[config.mk]
export PLATFORM = sky130hd
export DESIGN_NAME = msg_schedule
export DESIGN_NICKNAME = d
export VERILOG_FILES = /design/src/rtl/msg_schedule.sv
export SDC_FILE = /design/constraint.sdc
export NUM_CORES = 1
export LEC_CHECK = 0
export BUFFER_PORTS_ARGS = -buffer_cell sky130_fd_sc_hd__buf_2
export CAP_MARGIN = 25
export CORE_ASPECT_RATIO = 1.5
export CORE_MARGIN = 2
export CORE_UTILIZATION = 60
export CTS_BUF_LIST = sky130_fd_sc_hd__clkbuf_16
export DETAILED_ROUTE_END_ITERATION = 8
export PLACE_DENSITY = 0.78
export SYNTH_ARGS = -nofsm -noshare
export SYNTH_HDL_FRONTEND = slang
export SYNTH_SLANG_ARGS = --single-unit
[constraint.sdc]
create_clock -name clk_i -period 6 [get_ports clk_i]
set_clock_uncertainty 0.1 [all_clocks]
set_input_delay 0.6 -clock clk_i [delete_from_list [all_inputs] [get_ports clk_i]]
set_output_delay 0.6 -clock clk_i [all_outputs]
set_load 0.01 [all_outputs]
[src/rtl/msg_schedule.sv]
// msg_schedule: SHA-256 message schedule feeding the compression pipeline.
// Loads a 16-word chunk over valid/ready, then presents W[t]/K[t] for 64
// rounds (each held RND_CYCLES cycles), pulses update_o, and flags end of
// message with done_o.
// Optional macro MSG_SCHED_ERR_EN adds a sticky err_o protocol-error flag.
module msg_schedule #(
  parameter int unsigned RND_CYCLES = 4
) (
  input  logic        clk_i,
  input  logic        rst_ni,
  input  logic        in_valid_i,
  input  logic [31:0] in_word_i,
  input  logic        in_last_i,
  output logic        in_ready_o,
  output logic [31:0] w_o,
  output logic [31:0] k_o,
  output logic [5:0]  round_o,
  output logic        clr_no,
  output logic        update_o,
  output logic        busy_o,
  output logic        done_o
`ifdef MSG_SCHED_ERR_EN
  ,
  output logic        err_o
`endif
);

  typedef enum logic [2:0] {IDLE, LOAD, RUN, UPD, DONE} state_t;

  localparam logic [2:0] LastCyc = 3'(RND_CYCLES - 1);

  localparam logic [31:0] KTable [64] = '{
    32'h428a2f98, 32'h71374491, 32'hb5c0fbcf, 32'he9b5dba5,
    32'h3956c25b, 32'h59f111f1, 32'h923f82a4, 32'hab1c5ed5,
    32'hd807aa98, 32'h12835b01, 32'h243185be, 32'h550c7dc3,
    32'h72be5d74, 32'h80deb1fe, 32'h9bdc06a7, 32'hc19bf174,
    32'he49b69c1, 32'hefbe4786, 32'h0fc19dc6, 32'h240ca1cc,
    32'h2de92c6f, 32'h4a7484aa, 32'h5cb0a9dc, 32'h76f988da,
    32'h983e5152, 32'ha831c66d, 32'hb00327c8, 32'hbf597fc7,
    32'hc6e00bf3, 32'hd5a79147, 32'h06ca6351, 32'h14292967,
    32'h27b70a85, 32'h2e1b2138, 32'h4d2c6dfc, 32'h53380d13,
    32'h650a7354, 32'h766a0abb, 32'h81c2c92e, 32'h92722c85,
    32'ha2bfe8a1, 32'ha81a664b, 32'hc24b8b70, 32'hc76c51a3,
    32'hd192e819, 32'hd6990624, 32'hf40e3585, 32'h106aa070,
    32'h19a4c116, 32'h1e376c08, 32'h2748774c, 32'h34b0bcb5,
    32'h391c0cb3, 32'h4ed8aa4a, 32'h5b9cca4f, 32'h682e6ff3,
    32'h748f82ee, 32'h78a5636f, 32'h84c87814, 32'h8cc70208,
    32'h90befffa, 32'ha4506ceb, 32'hbef9a3f7, 32'hc67178f2
  };

  function automatic logic [31:0] rotr(input logic [31:0] x, input int unsigned n);
    return (x >> n) | (x << (32 - n));
  endfunction

  function automatic logic [31:0] sigma0(input logic [31:0] x);
    return rotr(x, 7) ^ rotr(x, 18) ^ (x >> 3);
  endfunction

  function automatic logic [31:0] sigma1(input logic [31:0] x);
    return rotr(x, 17) ^ rotr(x, 19) ^ (x >> 10);
  endfunction

  state_t      r_state;
  state_t      w_nextState;
  logic [31:0] r_window [16];
  logic [3:0]  r_wordCnt;
  logic [2:0]  r_cyc;
  logic [5:0]  r_round;
  logic        r_lastFlag;
  logic        r_clrN;
  logic        w_accept;
  logic        w_roundEnd;
  logic [31:0] w_nextW;

  assign in_ready_o = rst_ni & ((r_state == IDLE) | (r_state == LOAD));
  assign w_accept   = in_valid_i & in_ready_o;
  assign w_roundEnd = (r_cyc == LastCyc);
  // window[0] is W[t], so this yields W[t+16]
  assign w_nextW    = sigma1(r_window[14]) + r_window[9] + sigma0(r_window[1]) + r_window[0];

  assign w_o      = (r_state == RUN) ? r_window[0] : 32'h0;
  assign k_o      = (r_state == RUN) ? KTable[r_round] : 32'h0;
  assign round_o  = r_round;
  assign clr_no   = r_clrN;
  assign update_o = (r_state == UPD);
  assign busy_o   = (r_state != IDLE);
  assign done_o   = (r_state == DONE);

  // State register
  always_ff @(posedge clk_i) begin
    if (!rst_ni) r_state <= IDLE;
    else         r_state <= w_nextState;
  end

  // Next-state logic: load 16 words, run 64 rounds, update, then next chunk or done
  always_comb begin
    w_nextState = r_state;
    unique case (r_state)
      IDLE: if (w_accept) w_nextState = LOAD;
      LOAD: if (w_accept && (r_wordCnt == 4'd15)) w_nextState = RUN;
      RUN:  if (w_roundEnd && (r_round == 6'd63)) w_nextState = UPD;
      UPD:  if (w_roundEnd) w_nextState = r_lastFlag ? DONE : LOAD;
      DONE: w_nextState = IDLE;
      default: w_nextState = IDLE;
    endcase
  end

  // Datapath: word capture, round timing, and sliding-window expansion
  always_ff @(posedge clk_i) begin
    if (!rst_ni) begin
      for (int i = 0; i < 16; i++) r_window[i] <= 32'h0;
      r_wordCnt  <= 4'd0;
      r_cyc      <= 3'd0;
      r_round    <= 6'd0;
      r_lastFlag <= 1'b0;
      r_clrN     <= 1'b1;
    end else begin
      if (w_accept) begin
        r_window[r_wordCnt] <= in_word_i;
        r_wordCnt           <= r_wordCnt + 4'd1;
        if (r_wordCnt == 4'd15) r_lastFlag <= in_last_i;
      end
      r_clrN <= !((r_state == IDLE) && w_accept);
      if ((r_state == RUN) || (r_state == UPD)) r_cyc <= w_roundEnd ? 3'd0 : r_cyc + 3'd1;
      else                                      r_cyc <= 3'd0;
      if ((r_state == RUN) && w_roundEnd) begin
        for (int i = 0; i < 15; i++) r_window[i] <= r_window[i+1];
        r_window[15] <= w_nextW;
        r_round      <= r_round + 6'd1;
      end
    end
  end

`ifdef MSG_SCHED_ERR_EN
  logic r_err;

  assign err_o = r_err;

  // Sticky protocol error: misplaced last flag, or valid while not accepting
  always_ff @(posedge clk_i) begin
    if (!rst_ni) r_err <= 1'b0;
    else if ((w_accept && in_last_i && (r_wordCnt != 4'd15)) ||
             (in_valid_i && ((r_state == RUN) || (r_state == UPD))))
      r_err <= 1'b1;
  end
`endif

endmodule

==> results of run 1 <==
[worst paths after layout]
| kind | startpoint | endpoint | slack (ps) | cells after the start |
|---|---|---|---|---|
| worst max-delay path | round_o[0] | k_o[28] | 1040 | 9 |
| worst min-delay path | in_last_i | r_lastFlag | 160 | 3 |
| worst max register to register | r_window[14][20] | r_window[15][31] | 1240 | 16 |
| worst min register to register | r_cyc[0] | r_cyc[0] | 340 | 1 |
[layout by cell type (no fill, tap or decap), types with 32 or more instances in the layout]
cell and count:
ha_1 55, nor3_1 37, fa_1 62, buf_4 46, edfxtp_1 512, a211oi_1 37, inv_1 163, xor2_1 32
xnor2_1 125, nand3_1 32, buf_2 110, a21oi_1 110, nor2_1 139, clkbuf_16 50, a22o_1 321, o21ai_0 249
nand2_1 456
[cell type report]
class	instances	area [µm²]	share of cell area
flip-flops and latches	530	15740	0.4838
well taps	663	829.5	0.02549
repair buffers	170	1185	0.03641
diodes	2	5.005	0.0001538
multi-input cells	1890	12650	0.3887
clock inverters	38	281.5	0.008652
clock buffers	50	1251	0.03845
inverters	159	596.8	0.01834
[sequential cells by signal (all words and copies together), names as in the netlist]
register and flops:
r_window 512, round_o 6, r_wordCnt 4, r_cyc 3
r_state 3, clr_no 1, r_lastFlag 1
[logic make-up (layout without fill, tap and decap cells)]
family,after synthesis,count (layout),share of synthesized area
multiplexers,7,7,0.002887
flip-flops,530,530,0.5261
other,0,2,0
XOR/XNOR,157,157,0.04598
adder cells (fa/ha/maj),117,117,0.06451
buffers and inverters,438,417,0.05731
AO/OA/AOI/OAI,859,859,0.1996
AND/OR/NAND/NOR,750,750,0.1036
[worst max-delay path, delay by kind of cell, from the launching register on]
kind	cells	cell delay [ps]
simple gates	2	470
flops	1	340
fa+ha+maj	1	690
compound gates	4	1390
buf+inv	2	760
[stage by stage]
step,std cells,worst slack (ps),util
after floorplan,2858,1818,-
final,3502,1036,0.6584
after global routing,3500,958.1,0.6583
after CTS,3491,1254,0.6545
after global placement,3398,1285,0.6217
after detailed placement,3403,1319,0.6235
[layer usage]
| metal | global-route usage | up-vias |
|---|---|---|
| met3 | 0.07588 | 450 |
| met1 | 0.4991 | 11740 |
| met2 | 0.6651 | 1662 |
| met5 | 0 | - |
| li1 | - | 10170 |
| met4 | 0.3634 | 6 |
[power by group through the flow]
stage	Combinational, µW	Sequential, µW	Clock (µW)
finish	4810	4730	3040
CTS	4670	4720	3040
global placement	4580	4790	0
global route	5160	4740	3160
detailed placement	4620	4790	0
floorplan	3130	4700	0
==> impl_metrics.ini, run 1 <==
[min_path]
hold_path.class = in2reg

[worst_setup_path]
startpoint_type = register
endpoint_kind = primary output
path_cells = clkinv_1 > ha_1 > nand2b_1 > a21oi_1 > a311oi_1 > a31oi_1 > nor2_1 > a2111oi_0 > buf_2
path_class = reg2out
worstPathMaxFanout = 12
cp_slowest_cell = a2111oi_0
worstPathArrival_ps = 4260
required_ps = 5300
cpPeakStageDelay_ps = 820

[clock_network]
cts-buffers-inserted = 49
root_buffer = clkbuf_16
clk_pin_slew_ps = 70
cts_sinks = 530
clk_path_buf_depth = 3
clock_latency_ps = 620
postCtsSetupRepairBufs = 0
ctsHoldBuffers = 0
htree_levels = 2
cts_resized = 0
cts_tree = built

[synth]
synth-edff-count = 512
synth.most_common_cell = edfxtp_1
synth.largest_area_cell = edfxtp_1
synthTopCellsByCount = edfxtp_1 (512), nand2_1 (456), a22o_1 (321)
synth_nets = 3011
synth_ff_type = edfxtp_1
yosysUniqueCellTypes = 70
synth_top_area_frac = 0.5141
synthCells = 2858
synthTopCellsByArea = edfxtp_1 (51%), a22o_1 (9.4%), nand2_1 (5.7%)
yosys_warnings = 0
synthArstFlopShare = 0
seq_area_frac_synth = 0.5261
synth_seq_cells = 530
avgSynthCellArea_um2 = 10.46
synthesis.area_mm2 = 0.02991

[routing]
drc = 0
routed_wl_um = 109100
dr_wl_met3_um = 9401
top_layer = met5
wl_met1_um = 36410
drtAntennaViolNets = 0
wl_per_cell_um = 31.17
first_pass_iters = 7
via_count = 24020
drt_iter0_markers = 3119
wl_met2_um = 51470
viasPerCell = 6.860

[floorplanning]
die_area_mm2 = 0.05168
die_h_um = 277.4
rows = 100
num_io_pins = 111
die-width_um = 186.3
core_mm2 = 0.04942
initial_core_util = 0.6051

[pwr]
power_switching_uw = 4767
p_leak_uw = 0.01221
power.density_mw_per_mm2 = 386.6
power.internal_uw = 7812
ir_drop_v = 0.0005348
p_seq_frac = 0.376
switching_share = 0.3790
power.share.combinational = 0.382
power_frac_clock = 0.242
power_uw = 12580

[timing]
final-setup-viol-count = 0
period_needed_ps = 4964
rsz0062_at_grt = false
tns_ps = 0
finalCritPeriodShare = 0.8273
worst_pin_slew_ps = 1129
hold_viol_final = 0
relSlewSlack = 0.2470
whs_ps = 155.5
max_freq_mhz = 201.5
maxSlewViolCount = 0

[placement]
placed_cell_area_mm2 = 0.03081
place_hpwl_um = 74790
portBuffers = 110
finalWeightedCongestion = 1.025

[cells_and_area]
design_area_mm2 = 0.03254
drive_above_1_share = 0.1022
fillers = 3758
syn_to_final_growth_pct = 8.798
final_nets = 2953

[grt]
grt_pass1_wl_um = 154800
grt_pass1_vias = 22640
grt-ovfl-total = 0
grt_max_degree = 229
antenna_found_initial = 6
grt_usage = 0.4234

[status]
outcome = completed

[run]
maxCapViolations = 0
Note: power is estimated with default switching activity, not from simulation.
==> inputs of run 2 (changes only) <==
- CORE_UTILIZATION: 60 -> 57
- PLACE_DENSITY: 0.78 -> 0.77
- clock period: 6 -> 4.45 ns (I/O delays scaled with it)
==> impl_metrics.ini, run 2 (same netlist as run 1, synthesis figures left out) <==
[floorplanning]
num_io_pins = 111
die_area_mm2 = 0.05435
die-width_um = 191.0
core_mm2 = 0.05169
initial_core_util = 0.5786
rows = 102
die_h_um = 284.5

[min_path]
min_to = r_lastFlag
hold_path.class = in2reg
hold_path_depth = 3
hp-start = in_last_i

[grt]
grt-ovfl-total = 0
antenna_found_initial = 3
grt_usage = 0.4055
grt_pass1_vias = 23120
grt_max_degree = 127
grt_pass1_wl_um = 157800

[worst_setup_path]
r2r_start = r_window[14][22]
reg2reg_depth = 16
worstPathArrival_ps = 3880
endpoint_kind = primary output
regToRegSetupSlack_ps = 60
worstPathMaxFanout = 17
required_ps = 3900
r2r-end = r_window[15][19]
path_class = reg2out
startpoint_type = register

[timing]
maxSlewViolCount = 0
finalCritPeriodShare = 0.9935
hold_viol_final = 0
worst_pin_slew_ps = 1143
fin_ws_ps = 29.02
max_freq_mhz = 226.2
relSlewSlack = 0.2333
whs_ps = 14.13
period_needed_ps = 4421
final-setup-viol-count = 0

[routing]
drc = 0
routed_wl_um = 110500
viasPerCell = 6.704
drt_iter0_markers = 3167
first_pass_iters = 8
via_count = 24280
drtAntennaViolNets = 0
wl_per_cell_um = 30.52

[clock_network]
clk_pin_slew_ps = 70
htree_levels = 2
cts_sinks = 530
cts-buffers-inserted = 50
cts_tree = built
clk_path_buf_depth = 3
ctsHoldBuffers = 0
root_buffer = clkbuf_16
clock_latency_ps = 620

[cells_and_area]
drive_above_1_share = 0.1485
final_nets = 3054
syn_to_final_growth_pct = 12.76
mostFrequentLayoutCells = edfxtp_1 (512), nand2_1 (456), a22o_1 (321), o21ai_0 (247), inv_1 (160)
fin_util = 0.6525
largest_reg_flops = 512
regMostFlops = r_window
final_common_cell = edfxtp_1
fillers = 4065

[placement]
preCtsSetupSlack_ps = -107.5
place_hpwl_um = 76360
portBuffers = 110
finalWeightedCongestion = 1.041

[status]
outcome = completed

[run]
maxCapViolations = 0

[pwr]
power.density_mw_per_mm2 = 545.6
ir_drop_v = 0.0006294
p_leak_uw = 0.01284
[run 2: final cells by class]
| type | instances | area (µm²) | share of cell area |
|---|---|---|---|
| inverters | 159 | 596.8 | 0.01770 |
| flip-flops and latches | 530 | 15740 | 0.4668 |
| diodes | 2 | 5.005 | 0.0001484 |
| clock buffers | 51 | 1276 | 0.03784 |
| repair buffers | 270 | 1829 | 0.05424 |
| clock inverters | 43 | 550.5 | 0.01632 |
| well taps | 676 | 845.8 | 0.02508 |
| multi-input cells | 1890 | 12880 | 0.3819 |
[run 2: metal layers]
layer / wire length (µm) / up-vias / part of all wire / global-route usage
met5: 26 / - / 0.00024 / 0
met4: 10930 / 4 / 0.099 / 0.3256
met3: 10040 / 429 / 0.091 / 0.06272
met2: 53010 / 1639 / 0.48 / 0.6563
met1: 36510 / 11810 / 0.33 / 0.4778
li1: - / 10400 / - / -
[run 2: critical path, stage by stage (launching register included)]
cell      delay [ps]
dfxtp_1          390
inv_1            110
buf_4            300
ha_1             660
nand2_1          230
nand2_1          140
o21ai_0          100
a211oi_1         970
a211oi_1         150
buf_2            210
[run 2: how the worst max path moves through the flow]
| stage | from | end | depth (start not counted) |
|---|---|---|---|
| floorplan | r_window[1][8] | r_window[15][31] | 16 |
| global placement | r_window[1][8] | r_window[15][31] | 16 |
| detailed placement | r_window[1][19] | r_window[15][31] | 16 |
| CTS | r_window[14][22] | r_window[15][19] | 15 |
| global route | r_window[1][19] | r_window[15][19] | 16 |
| finish | round_o[1] | k_o[2] | 9 |
[run 2: power by group]
| group | total [µW] | switching (µW) | leakage [µW] | internal, µW |
|---|---|---|---|---|
| clock | 4750 | 2000 | 0.000898 | 2750 |
| sequential | 6340 | 265 | 0.00542 | 6070 |
| combinational | 7310 | 4470 | 0.00651 | 2840 |
| total | 18400 | 6740 | 0.0128 | 11700 |
[run 2: metrics by stage]
| step | TNS (ps) | instance area [µm²] | total power [µW] | instances |
|---|---|---|---|---|
| CTS | 0 | 33330 | 17850 | 3598 |
| floorplan | 0 | 29910 | 10560 | 2858 |
| finish | 0 | 33720 | 18400 | 3621 |
| global route | -66.02 | 33720 | 19110 | 3619 |
| detailed placement | -146.3 | 31490 | 13100 | 3504 |
| global placement | -173.1 | 31490 | 13050 | 3504 |
[run 2: repair_timing]
item	in CTS	in global routing
setup endpoints to repair	2	11
pin swaps	6	16
gates resized for setup	4	42
buffers inserted	0	20
